--- src/rtl/fifo_pkg.sv ---
// Shared definitions for the FIFO write-side arbiter: FSM states,
// default sizing constants and the round-robin pick helper.
package fifo_pkg;

  localparam int unsigned FIFO_DW       = 8;
  localparam int unsigned ARB_MAX_BURST = 16;
  // Widest requester set the pick helper handles.
  localparam int unsigned RR_MAX_N      = 8;

  typedef enum logic {
    IDLE  = 1'b0,
    BURST = 1'b1
  } arb_state_e;

  // First set bit of valid at or above ptr, wrapping modulo n.
  // Returns 0 when nothing is valid. ptr must be below n, so the
  // wrapped position is at most 2n-2 and a single subtract folds it back.
  function automatic logic [2:0] rr_pick(input logic [7:0]  valid,
                                         input logic [2:0]  ptr,
                                         input int unsigned n = RR_MAX_N);
    logic [2:0]  idx;
    logic        found;
    int unsigned pos;
    idx   = '0;
    found = 1'b0;
    for (int unsigned k = 0; k < RR_MAX_N; k++) begin
      if (k < n) begin
        pos = int'(ptr) + k;
        if (pos >= n) pos = pos - n;
        if (!found && valid[pos[2:0]]) begin
          idx   = pos[2:0];
          found = 1'b1;
        end
      end
    end
    return idx;
  endfunction

endpackage

--- src/rtl/rr_prio_enc.sv ---
// Combinational round-robin priority encoder: picks the first valid
// requester starting at ptr and wrapping around.
module rr_prio_enc
  import fifo_pkg::*;
#(
  parameter  int unsigned N_REQ = 4,
  localparam int unsigned IW    = $clog2(N_REQ)
) (
  input  logic [N_REQ-1:0] valid,
  input  logic [IW-1:0]    ptr,
  output logic [IW-1:0]    idx,
  output logic             any
);

  // Search from ptr upward; any flags that idx is meaningful.
  always_comb begin
    idx = IW'(rr_pick(8'(valid), 3'(ptr), N_REQ));
    any = |valid;
  end

endmodule

--- src/rtl/fifo_wr_arbiter.sv ---
// Write-side arbiter sharing one FIFO write port between N_REQ producers.
// Round-robin grants, bursts bounded by MAX_BURST, never writes while the
// FIFO reports full. Data path is purely combinational from the grant.
module fifo_wr_arbiter
  import fifo_pkg::*;
#(
  parameter  int unsigned N_REQ     = 4,
  parameter  int unsigned DW        = FIFO_DW,
  parameter  int unsigned MAX_BURST = ARB_MAX_BURST,
  localparam int unsigned GW        = $clog2(N_REQ),
  localparam int unsigned BW        = (MAX_BURST > 1) ? $clog2(MAX_BURST) : 1
) (
  input  logic                clk_w,
  input  logic                reset_n,
  input  logic [N_REQ-1:0]    req_valid,
  input  logic [N_REQ*DW-1:0] req_data,
  output logic [N_REQ-1:0]    req_ready,
  input  logic                overflow,
  output logic [DW-1:0]       data_w,
  output logic                wr_en,
  output logic [GW-1:0]       gnt_id,
  output logic                busy
);

  arb_state_e    state_q, state_d;
  logic [GW-1:0] gnt_q, gnt_d;
  logic [BW-1:0] bcnt_q, bcnt_d;
  logic [GW-1:0] rr_q, rr_d;

  logic [GW-1:0] pick_idx;
  logic          pick_any;
  logic          lane_valid;
  logic [DW-1:0] lane_data;
  logic [GW-1:0] rr_next;
  logic          last_beat;

  rr_prio_enc #(
    .N_REQ (N_REQ)
  ) u_pick (
    .valid (req_valid),
    .ptr   (rr_q),
    .idx   (pick_idx),
    .any   (pick_any)
  );

  // Select the granted lane's valid and data, plus burst bookkeeping.
  always_comb begin
    lane_valid = 1'b0;
    lane_data  = '0;
    for (int unsigned i = 0; i < N_REQ; i++) begin
      if (gnt_q == GW'(i)) begin
        lane_valid = req_valid[i];
        lane_data  = req_data[i*DW +: DW];
      end
    end
    rr_next   = (gnt_q == GW'(N_REQ - 1)) ? '0 : gnt_q + 1'b1;
    last_beat = (bcnt_q == BW'(MAX_BURST - 1));
  end

  // Next-state logic and write-port outputs.
  always_comb begin
    state_d   = state_q;
    gnt_d     = gnt_q;
    bcnt_d    = bcnt_q;
    rr_d      = rr_q;
    wr_en     = 1'b0;
    req_ready = '0;
    data_w    = '0;
    unique case (state_q)
      IDLE: begin
        if (pick_any) begin
          gnt_d   = pick_idx;
          bcnt_d  = '0;
          state_d = BURST;
        end
      end
      BURST: begin
        // Overflow only stalls; release or the burst limit ends the grant.
        wr_en = lane_valid & ~overflow;
        if (wr_en) begin
          data_w = lane_data;
          bcnt_d = bcnt_q + 1'b1;
          for (int unsigned i = 0; i < N_REQ; i++) begin
            req_ready[i] = (gnt_q == GW'(i));
          end
        end
        if (!lane_valid || (wr_en && last_beat)) begin
          state_d = IDLE;
          rr_d    = rr_next;
        end
      end
      default: state_d = IDLE;
    endcase
  end

  // State registers with synchronous active-low reset.
  always_ff @(posedge clk_w) begin
    if (!reset_n) begin
      state_q <= IDLE;
      gnt_q   <= '0;
      bcnt_q  <= '0;
      rr_q    <= '0;
    end else begin
      state_q <= state_d;
      gnt_q   <= gnt_d;
      bcnt_q  <= bcnt_d;
      rr_q    <= rr_d;
    end
  end

  assign gnt_id = gnt_q;
  assign busy   = (state_q == BURST);

endmodule

--- config.mk ---
export PLATFORM = sky130hd
export DESIGN_NAME = fifo_wr_arbiter
export DESIGN_NICKNAME = d
export VERILOG_FILES = /design/src/rtl/fifo_pkg.sv /design/src/rtl/rr_prio_enc.sv /design/src/rtl/fifo_wr_arbiter.sv
export SDC_FILE = /design/constraint.sdc
export NUM_CORES = 1
export LEC_CHECK = 0
export BUFFER_PORTS_ARGS = -buffer_cell sky130_fd_sc_hd__buf_2
export CAP_MARGIN = 40
export CORE_ASPECT_RATIO = 1.25
export CORE_MARGIN = 4
export CORE_UTILIZATION = 45
export DETAILED_ROUTE_END_ITERATION = 16
export GPL_ROUTABILITY_DRIVEN = 0
export HOLD_SLACK_MARGIN = 0.15
export PLACE_DENSITY = 0.82
export SETUP_SLACK_MARGIN = 0.5
export SLEW_MARGIN = 10
export SYNTH_ARGS = -nofsm -noshare
export SYNTH_HDL_FRONTEND = slang
export SYNTH_HIERARCHICAL = 1
export SYNTH_SLANG_ARGS = --single-unit
--- constraint.sdc ---
create_clock -name clk_w -period 2.6 [get_ports clk_w]
set_input_delay 0.13 -clock clk_w [delete_from_list [all_inputs] [get_ports clk_w]]
set_output_delay 0.13 -clock clk_w [all_outputs]
set_load 0.01 [all_outputs]
# Word-level counts from Yosys, hierarchy flattened
# Index checks and enable logic that the tools add are counted.
# totals
regBits	9
out_inout_bits	16
elab_cells	83
in_bits	39
# op_classes
n_mux	39
reduce_logical	14
magnitude_cmp	8
addsub	9
eq_ne	6
bitwise_logic	3
# ops
operator	n
$ge 32x3->1 const B	3
$mux 8	6
$lt 3x4->1 const B	4
$mux 4	4
$mux 1	14
$bmux 1 s3	4
$mux 3	4
$mux 2	5
$sub 3x3->3 const B	3
$pmux 4 s2	1
$add 2x2->3 const B	2
$reduce_and 2->1	3
$add 4x1->4 const B	1
$eq 2x2->1 const B	2
$eq 4x4->1 const B	1
$logic_and 1x1->1	4
$logic_not 1->1	4
$reduce_or 4->1	1
$add 2x1->3 const B	1
$ge 2x3->1 const B	1
$sub 2x3->3 const B	1
$add 2x1->2 const B	1
$eq 2x1->1 const B	1
$logic_not 2->1	1
6 further kinds	7

# Depth between registers and ports, before layout
# Gate-level depths: netlist of the first run.
# depth
ltp_word	14
depth_mapped	8

# Cells and area by module
# The synthesis of the first run kept the hierarchy.
# by_module_without_submodules
mod	area_each_um2	cells_each	instances
fifo_wr_arbiter	874.6	115	1
rr_prio_enc	77.6	13	1

# Least setup slack after synthesis of the first run
# Ideal clock, no wire load.
# synth_timing
path_kind	register -> output
from	reg gnt_q[0], in the netlist gnt_id[0]
to	out data_w[0]
path_stages_with_launch	9
path_slack_ps	710
required_time_ps	2470
t_arrival_ps	1760
path_cell_list	dfxtp_1 inv_1 ha_1 buf_6 nor3b_4 a211oi_2 nand2_1 buf_2 a21oi_1
# synth_via
elab_chain_cells	8
elab_cells_between_ends	15
cone_classes	eq/ne: 3; mux: 10; bitwise: 1; reduce/logical: 1
# synth_lines
item	line_no	text
start: declaration	fifo_wr_arbiter.sv:26	logic [GW-1:0] gnt_q, gnt_d;
start signal: assignment	fifo_wr_arbiter.sv:105	gnt_q <= gnt_d;
$logic_not 2->1	fifo_wr_arbiter.sv:51	if (gnt_q == GW'(i)) begin
$mux 1 (4 in a row)	fifo_wr_arbiter.sv:51	
$and 1x1->1	fifo_wr_arbiter.sv:79	wr_en = lane_valid & ~overflow;
$mux 8 (*)	fifo_wr_arbiter.sv:80	if (wr_en) begin
$mux 8 (*)	fifo_wr_arbiter.sv:69	unique case (state_q)
end: declaration	fifo_wr_arbiter.sv:19	output logic [DW-1:0] data_w,
# Every way passes the cells marked *; elsewhere a longest branch is shown, timed or not.

# Worst setup path in the final report of the first run
# layout_timing
from	reg gnt_q[1], in the netlist gnt_id[1]
to	out req_ready[0]
# layout_via
elab_chain_cells	8
elab_cells_between_ends	11
cone_classes	eq/ne: 3; mux: 6; bitwise: 1; reduce/logical: 1
# layout_lines
item	line_no	text
$logic_not 2->1	fifo_wr_arbiter.sv:51, fifo_wr_arbiter.sv:84	
$mux 1 (4 in a row)	fifo_wr_arbiter.sv:51	
$and 1x1->1	fifo_wr_arbiter.sv:79	
$mux 4 (*)	fifo_wr_arbiter.sv:80	
$mux 4 (*)	fifo_wr_arbiter.sv:69	
end: declaration	fifo_wr_arbiter.sv:17	output logic [N_REQ-1:0] req_ready,
# Marks and branches as above.

==> run summary, run 1 <==
initial core utilization: 0.475
Pwr Density: 417 nW/um^2
Worst Setup SP: gnt_id[1]
Clock transition at path regs: 50 ps
Synth area leader: dfxtp_1
worst-path fanout max: 5
Layout Nets: 230
Max VDD drop: 0.000344 V
Final Cell Area: 1340 um^2
Avg Cell Area, Syn: 7.44 um^2
reg2reg start: gnt_id[1]
Syn Nets: 172
sequential share of the synthesized area: 0.189
Post-DP HPWL: 2240 um
initial antenna violation count: 0
Synth Register Bits: 9
vias: 1223
Avg Vias per Cell: 5.97
slowest cell on the critical path: dfxtp_2
multi-input logic area: 733 um^2
Final ANT Viol Nets: 0
die height: 59.4 um
clock tree from TritonCTS: built
YS warnings: 6
non-filler cells, final: 205
# IOs: 55
Clock Skew: 10.2 ps
share of cells above drive strength 1: 0.416
Critical Path Sink: req_ready[0]
Die W: 49.1 um
Worst Max-Slew Pin Slew: 394 ps
CP Launch Type: register
RSZ-0062 raised after global routing: true
Main synth FF type: dfxtp_1
FF-to-FF setup slack: 640 ps
global-route wire length before repair: 4860 um
dpl cells: 196
clock period minus worst slack: 2020 ps
endpoints failing hold: 0
Post-Syn Area: 952 um^2
count of final max-slew check failures: 0
row count: 18
HP Class: in -> reg
Synth area leaders: dfxtp_1 19%, ha_1 6.6%, a211o_1 6.4%
Antenna Cells: 0
path depth of the worst reg2reg path: 7
Max stage delay on crit path: 360 ps
P_leak: 0.691 nW
DRC errors left: 0
Routed wire per std cell: 15.0 um
Worst R2R End: busy
largest net degree at the start of global routing: 18
combinational power share: 0.504
CTS max path bufs: 2
Area Overhead vs Synth: 40.9%
final worst-path cycle share: 0.779
fmax: 0.494 GHz
cts-stage hold buffer count: 0
switching share of power: 0.377
number of synthesized flops with an enable pin: 0
CP Class: reg -> out
CTS Buf Count: 3
Pre-antenna DRT Iters: 4
vias in the first global route: 1160
setup TNS: 0 ps
Psw: 0.000211 W
count of cell types in the netlist: 36
Std-Cell Core Area: 2000 um^2
Worst-Skew Late Latency: 270 ps
Post-synth ARST share: 0
sequential share of power: 0.297
worst path arrival time: 1890 ps
area occupied by registers: 185 um^2
Final setup viols: 0
IO buf count: 54
root buf cell: clkbuf_4
Clk network pwr share: 0.198
Worst EP required: 2470 ps
Pint: 0.000349 W
Gate Count Post-Synth: 128
Slew HR: 0.731
status: finished clean
grt ovf: 0
H-tree levels: 1
initial drt markers: 33
final wirelength: 3090 um
Tot GR Track Use: 0.208
max_cap viols: 0
CP Capture Type: output pin
hold slack final: 228 ps
crit path cell chain: inv_1, ha_4, nand3b_1, a211oi_4, buf_6, and3_1, buf_2
Clock Sinks: 9
Die Footprint: 2920 um^2
post-synth top area share: 0.189
fillers: 172
Post-DP Area: 1220 um^2
power by group through the flow:
stage / Combinational, W / Clock [W] / Sequential (W)
floorplan: 0.000165 / 0 / 0.000166
global placement: 0.000229 / 0 / 0.000166
detailed placement: 0.000235 / 0 / 0.000167
CTS: 0.000263 / 0.000115 / 0.000166
global route: 0.000310 / 0.000119 / 0.000168
finish: 0.000282 / 0.000111 / 0.000167
routing by layer:
layer / up-vias / wire (um) / share of wire / track usage
met5: - / 0 / 0 / 0
met1: 578 / 1170 / 0.38 / 0.220
met4: 0 / 63 / 0.020 / 0.110
met3: 7 / 155 / 0.050 / 0.0252
met2: 53 / 1690 / 0.55 / 0.398
li1: 585 / - / - / -
kinds of logic (layout without fill, tap and decap cells):
family / after synthesis / after routing / synth area share
buf+inv: 22 / 78 / 0.0999
mux: 4 / 4 / 0.0421
simple gates: 46 / 47 / 0.256
flops: 9 / 9 / 0.189
compound gates: 42 / 42 / 0.347
fa+ha+maj: 5 / 5 / 0.0657
cell type report:
cell class                 count  area share
timing repair buffer          60       0.238
tap                           20      0.0187
multi-input combinational     98       0.547
sequential                     9       0.138
clock buffer                   4      0.0196
inverter                      14      0.0392
registers in the layout, summed over array words and instances (netlist names):
register / flops
bcnt_q: 4
busy: 1
rr_q: 2
gnt_id: 2
worst min path at each step:
stage,startpoint,endpoint,depth (start not counted)
global placement,bcnt_q[3],bcnt_q[3],2
detailed placement,bcnt_q[3],bcnt_q[3],2
floorplan,req_valid[0],gnt_id[0],3
finish,reset_n,bcnt_q[3],3
CTS,reset_n,bcnt_q[3],3
global route,reset_n,bcnt_q[3],3
cells in the mapped netlist (all sizes together), types with 3 or more instances:
cell / n
and3: 5
a21oi: 12
a211oi: 4
nor2: 7
clkbuf: 5
inv: 14
nand2b: 6
nand2: 16
mux2i: 4
buf: 3
dfxtp: 9
a221oi: 7
nand3: 3
a211o: 8
ha: 5
through the flow:
stage | util | setup slack [ps] | total power, W
3_5_place_dp | 0.609 | 386 | 0.000402
2_1_floorplan | - | 710 | 0.000331
4_1_cts | 0.652 | 507 | 0.000544
5_1_grt | 0.669 | 493 | 0.000597
6_report | 0.669 | 576 | 0.000560
3_3_place_gp | 0.609 | 498 | 0.000394
layout by cell type (no fill, tap or decap), types with 4 or more instances in the layout:
cell type	count
nand2_1	15
buf_4	5
a221oi_1	7
nand2b_1	6
a211o_1	7
nor2_1	7
dfxtp_1	7
inv_1	14
a21oi_1	12
mux2i_1	4
buf_2	54
and3_1	5
critical path: cells and delay by family (launching register included):
kind / cells / cell delay, ps
AO/OA/AOI/OAI: 1 / 320
adder cells (fa/ha/maj): 1 / 200
buffers and inverters: 3 / 390
flip-flops: 1 / 360
AND/OR/NAND/NOR: 2 / 370
repair_timing:
item | in CTS | in global routing
gates resized for setup | 10 | 6
buffers inserted | 3 | 1
endpoints found under the setup margin | 15 | 12
cloned | 1 | 0
pin swaps | 2 | 3
Power figures use the tool's default switching activity.
==> inputs of run 2 (changes only) <==
--- a/config.mk
+++ b/config.mk
@@ -5,15 +5,16 @@
 export SDC_FILE = /design/constraint.sdc
 export NUM_CORES = 1
 export LEC_CHECK = 0
+export ABC_AREA = 1
 export BUFFER_PORTS_ARGS = -buffer_cell sky130_fd_sc_hd__buf_2
 export CAP_MARGIN = 40
 export CORE_ASPECT_RATIO = 1.25
 export CORE_MARGIN = 4
-export CORE_UTILIZATION = 45
+export CORE_UTILIZATION = 42
 export DETAILED_ROUTE_END_ITERATION = 16
 export GPL_ROUTABILITY_DRIVEN = 0
 export HOLD_SLACK_MARGIN = 0.15
-export PLACE_DENSITY = 0.82
+export PLACE_DENSITY = 0.77
 export SETUP_SLACK_MARGIN = 0.5
 export SLEW_MARGIN = 10
 export SYNTH_ARGS = -nofsm -noshare
==> constraint.sdc (replaced) <==
create_clock -name clk_w -period 1.6 [get_ports clk_w]
set_input_delay 0.08 -clock clk_w [delete_from_list [all_inputs] [get_ports clk_w]]
set_output_delay 0.08 -clock clk_w [all_outputs]
set_load 0.01 [all_outputs]
==> run summary, run 2 <==
row count: 20 (+2)
Clock Sinks: 9 (unchanged)
Final ANT Viol Nets: 0 (unchanged)
Synth area leaders: nand2_1 16%, dfxtp_1 16%, nand3_1 12%
IO buf count: 54 (unchanged)
Area Overhead vs Synth: 81.9%
H-tree levels: 1 (unchanged)
Routed wire per std cell: 15.0 um (-0.41%)
Post-synth ARST share: 0 (unchanged)
global-route wire length before repair: 6070 um (+25%)
CTS Buf Count: 3 (unchanged)
Max VDD drop: 0.00118 V (+240%)
count of cell types in the netlist: 29 (-19%)
Std-Cell Core Area: 2530 um^2 (+26%)
RSZ-0062 raised after global routing: true
YS warnings: 6 (unchanged)
Post-Syn Area: 1150 um^2 (+21%)
Core Util, Final: 0.827 (+0.158)
initial drt markers: 67 (+100%)
Slew HR: 0.786 (+0.0551)
P_leak: 0.992 nW (+44%)
worst path arrival time: 1730 ps (-160 ps)
Pre-antenna DRT Iters: 4 (unchanged)
count of final max-slew check failures: 0 (unchanged)
commonest non-fill, non-tap cell in the layout: buf_2
Gate Count Post-Synth: 191 (+49%)
endpoints failing hold: 0 (unchanged)
Final setup viols: 16 (+16)
fmax: 0.553 GHz
Post-DP HPWL: 2810 um (+25%)
Clock Skew: 3.39 ps (-6.76 ps)
# IOs: 55 (unchanged)
Max stage delay on crit path: 370 ps (about the same)
vias: 1650 (+35%)
Antenna Cells: 0 (unchanged)
initial antenna violation count: 0 (unchanged)
Syn Nets: 235 (+37%)
CP Launch Type: register
crit path cell chain: inv_6, ha_4, nand2_1, nand2_4, nand3_4, nand2_4, nand3_4, buf_12, a211oi_2, buf_2
final worst-path cycle share: 1.13
most common library cells after synthesis: 50 x nand2_1, 27 x nand3_1, 21 x inv_1
dpl cells: 280 (+43%)
clock tree from TritonCTS: built
Clock transition at path regs: 60 ps (about the same)
HP Class: in -> reg
Worst-Skew Late Latency: 260 ps (about the same)
most frequent cells in the layout: 45 x buf_2, 34 x nand2_1, 19 x buf_6, 18 x nand3_1, 18 x buf_4
die height: 66.5 um (+12%)
crit-path leading delay family: simple AND/OR/NAND/NOR gates
number of synthesized flops with an enable pin: 0 (unchanged)
Tot GR Track Use: 0.223 (+0.0154)
status: complete, but fails checks
WL met1: 1750 um (+49%)
worst-path fanout max: 8 (+3)
Die Footprint: 3640 um^2 (+25%)
post-synth top area share: 0.163 (-0.0258)
final setup margin: -208 ps (-784 ps)
max_cap viols: 0 (unchanged)
Layout Nets: 316 (+37%)
slowest cell on the critical path: dfxtp_4
max reg flops: 4 (unchanged)
vias in the first global route: 1417 (+22%)
grt ovf: 0 (unchanged)
CP Class: reg -> out
Top reg by flops: bcnt_q
share of cells above drive strength 1: 0.583 (+0.167)
final wirelength: 4560 um (+48%)
failing checks: setup timing
root buf cell: clkbuf_4
sequential share of the synthesized area: 0.157 (-0.0324)
DRC errors left: 0 (unchanged)
Avg Cell Area, Syn: 6.01 um^2 (-19%)
CTS max path bufs: 2 (unchanged)
non-filler cells, final: 304 (+48%)
DR WL met2: 2170 um (+28%)
top sig layer: met4
clock period minus worst slack: 1810 ps
Place WS: 20.3 ps (-366 ps)
initial core utilization: 0.454 (-0.0206)
Die W: 54.8 um (+11%)
met3 WL: 497 um (+220%)
Worst EP required: 1520 ps (-950 ps)
CP Capture Type: output pin
Synth Register Bits: 9 (unchanged)
Main synth FF type: dfxtp_1
Pwr Density: 1620 nW/um^2 (+290%)
Worst Max-Slew Pin Slew: 320 ps (-73.8 ps)
Avg Vias per Cell: 5.43 (-9.0%)
CP bufs+invs: 3 (unchanged)
most repeated cell in the gate-level netlist after synthesis: nand2_1
Synth area leader: nand2_1
largest net degree at the start of global routing: 16 (-2)
==> run 2: cells by family (layout without fill, tap and decap cells) <==
| group | after synthesis | after routing | synth area share |
|---|---|---|---|
| adder cells (fa/ha/maj) | 5 | 5 | 0.0545 |
| buffers and inverters | 34 | 114 | 0.146 |
| AND/OR/NAND/NOR | 109 | 109 | 0.460 |
| AO/OA/AOI/OAI | 34 | 34 | 0.183 |
| flip-flops | 9 | 9 | 0.157 |
==> run 2: per-stage QoR <==
stage,TNS [ps],cell area (um^2),hold WS (ps),power (W)
2_1_floorplan,0,1320,193,0.00195
3_3_place_gp,0,1640,365,0.00237
3_5_place_dp,0,1640,366,0.00239
4_1_cts,-1720,1910,175,0.00293
5_1_grt,-3170,2090,223,0.00362
6_report,-2050,2090,200,0.00338
==> run 2: routing by layer <==
| layer | vias up | GRT usage |
|---|---|---|
| met2 | 97 | 0.405 |
| li1 | 791 | - |
| met5 | - | 0 |
| met4 | 0 | 0.0841 |
| met3 | 20 | 0.0447 |
| met1 | 742 | 0.241 |
==> run 2: layout make-up <==
type	instances	area [um^2]
sequential	9	195
inverter	25	121
timing repair buffer	85	624
fill	165	438
tap	33	41.3
clock buffer	4	26.3
multi-input combinational	148	1080
==> run 2: path summary, 6_finish.rpt <==
check	endpoint	cells past startpoint	slack [ps]	from
setup reg to reg	rr_q[0]	11	-70	gnt_id[0]
setup / recovery	data_w[5]	10	-210	gnt_id[0]
hold reg to reg	bcnt_q[3]	2	530	bcnt_q[3]
hold / removal	bcnt_q[3]	4	200	overflow
==> run 2: repair_timing <==
| action | in CTS | in global routing |
|---|---|---|
| hold endpoints to repair | 6 | 0 |
| endpoints found under the setup margin | 22 | 23 |
| setup buffers | 8 | 11 |
| pin swaps | 8 | 11 |
| gates resized for setup | 42 | 26 |
| hold buffers | 1 | 0 |
==> run 2: tightest hold or removal path: stages <==
cell	delay, ps
buf_2	100
nor2_2	70
nand4_1	110
a21oi_2	50
==> run 2: power by group <==
part / switching [W] / internal, W
Sequential: 0.000128 / 0.000311
Clock: 0.0000795 / 0.0000961
Combinational: 0.00154 / 0.00123
Total: 0.00175 / 0.00164
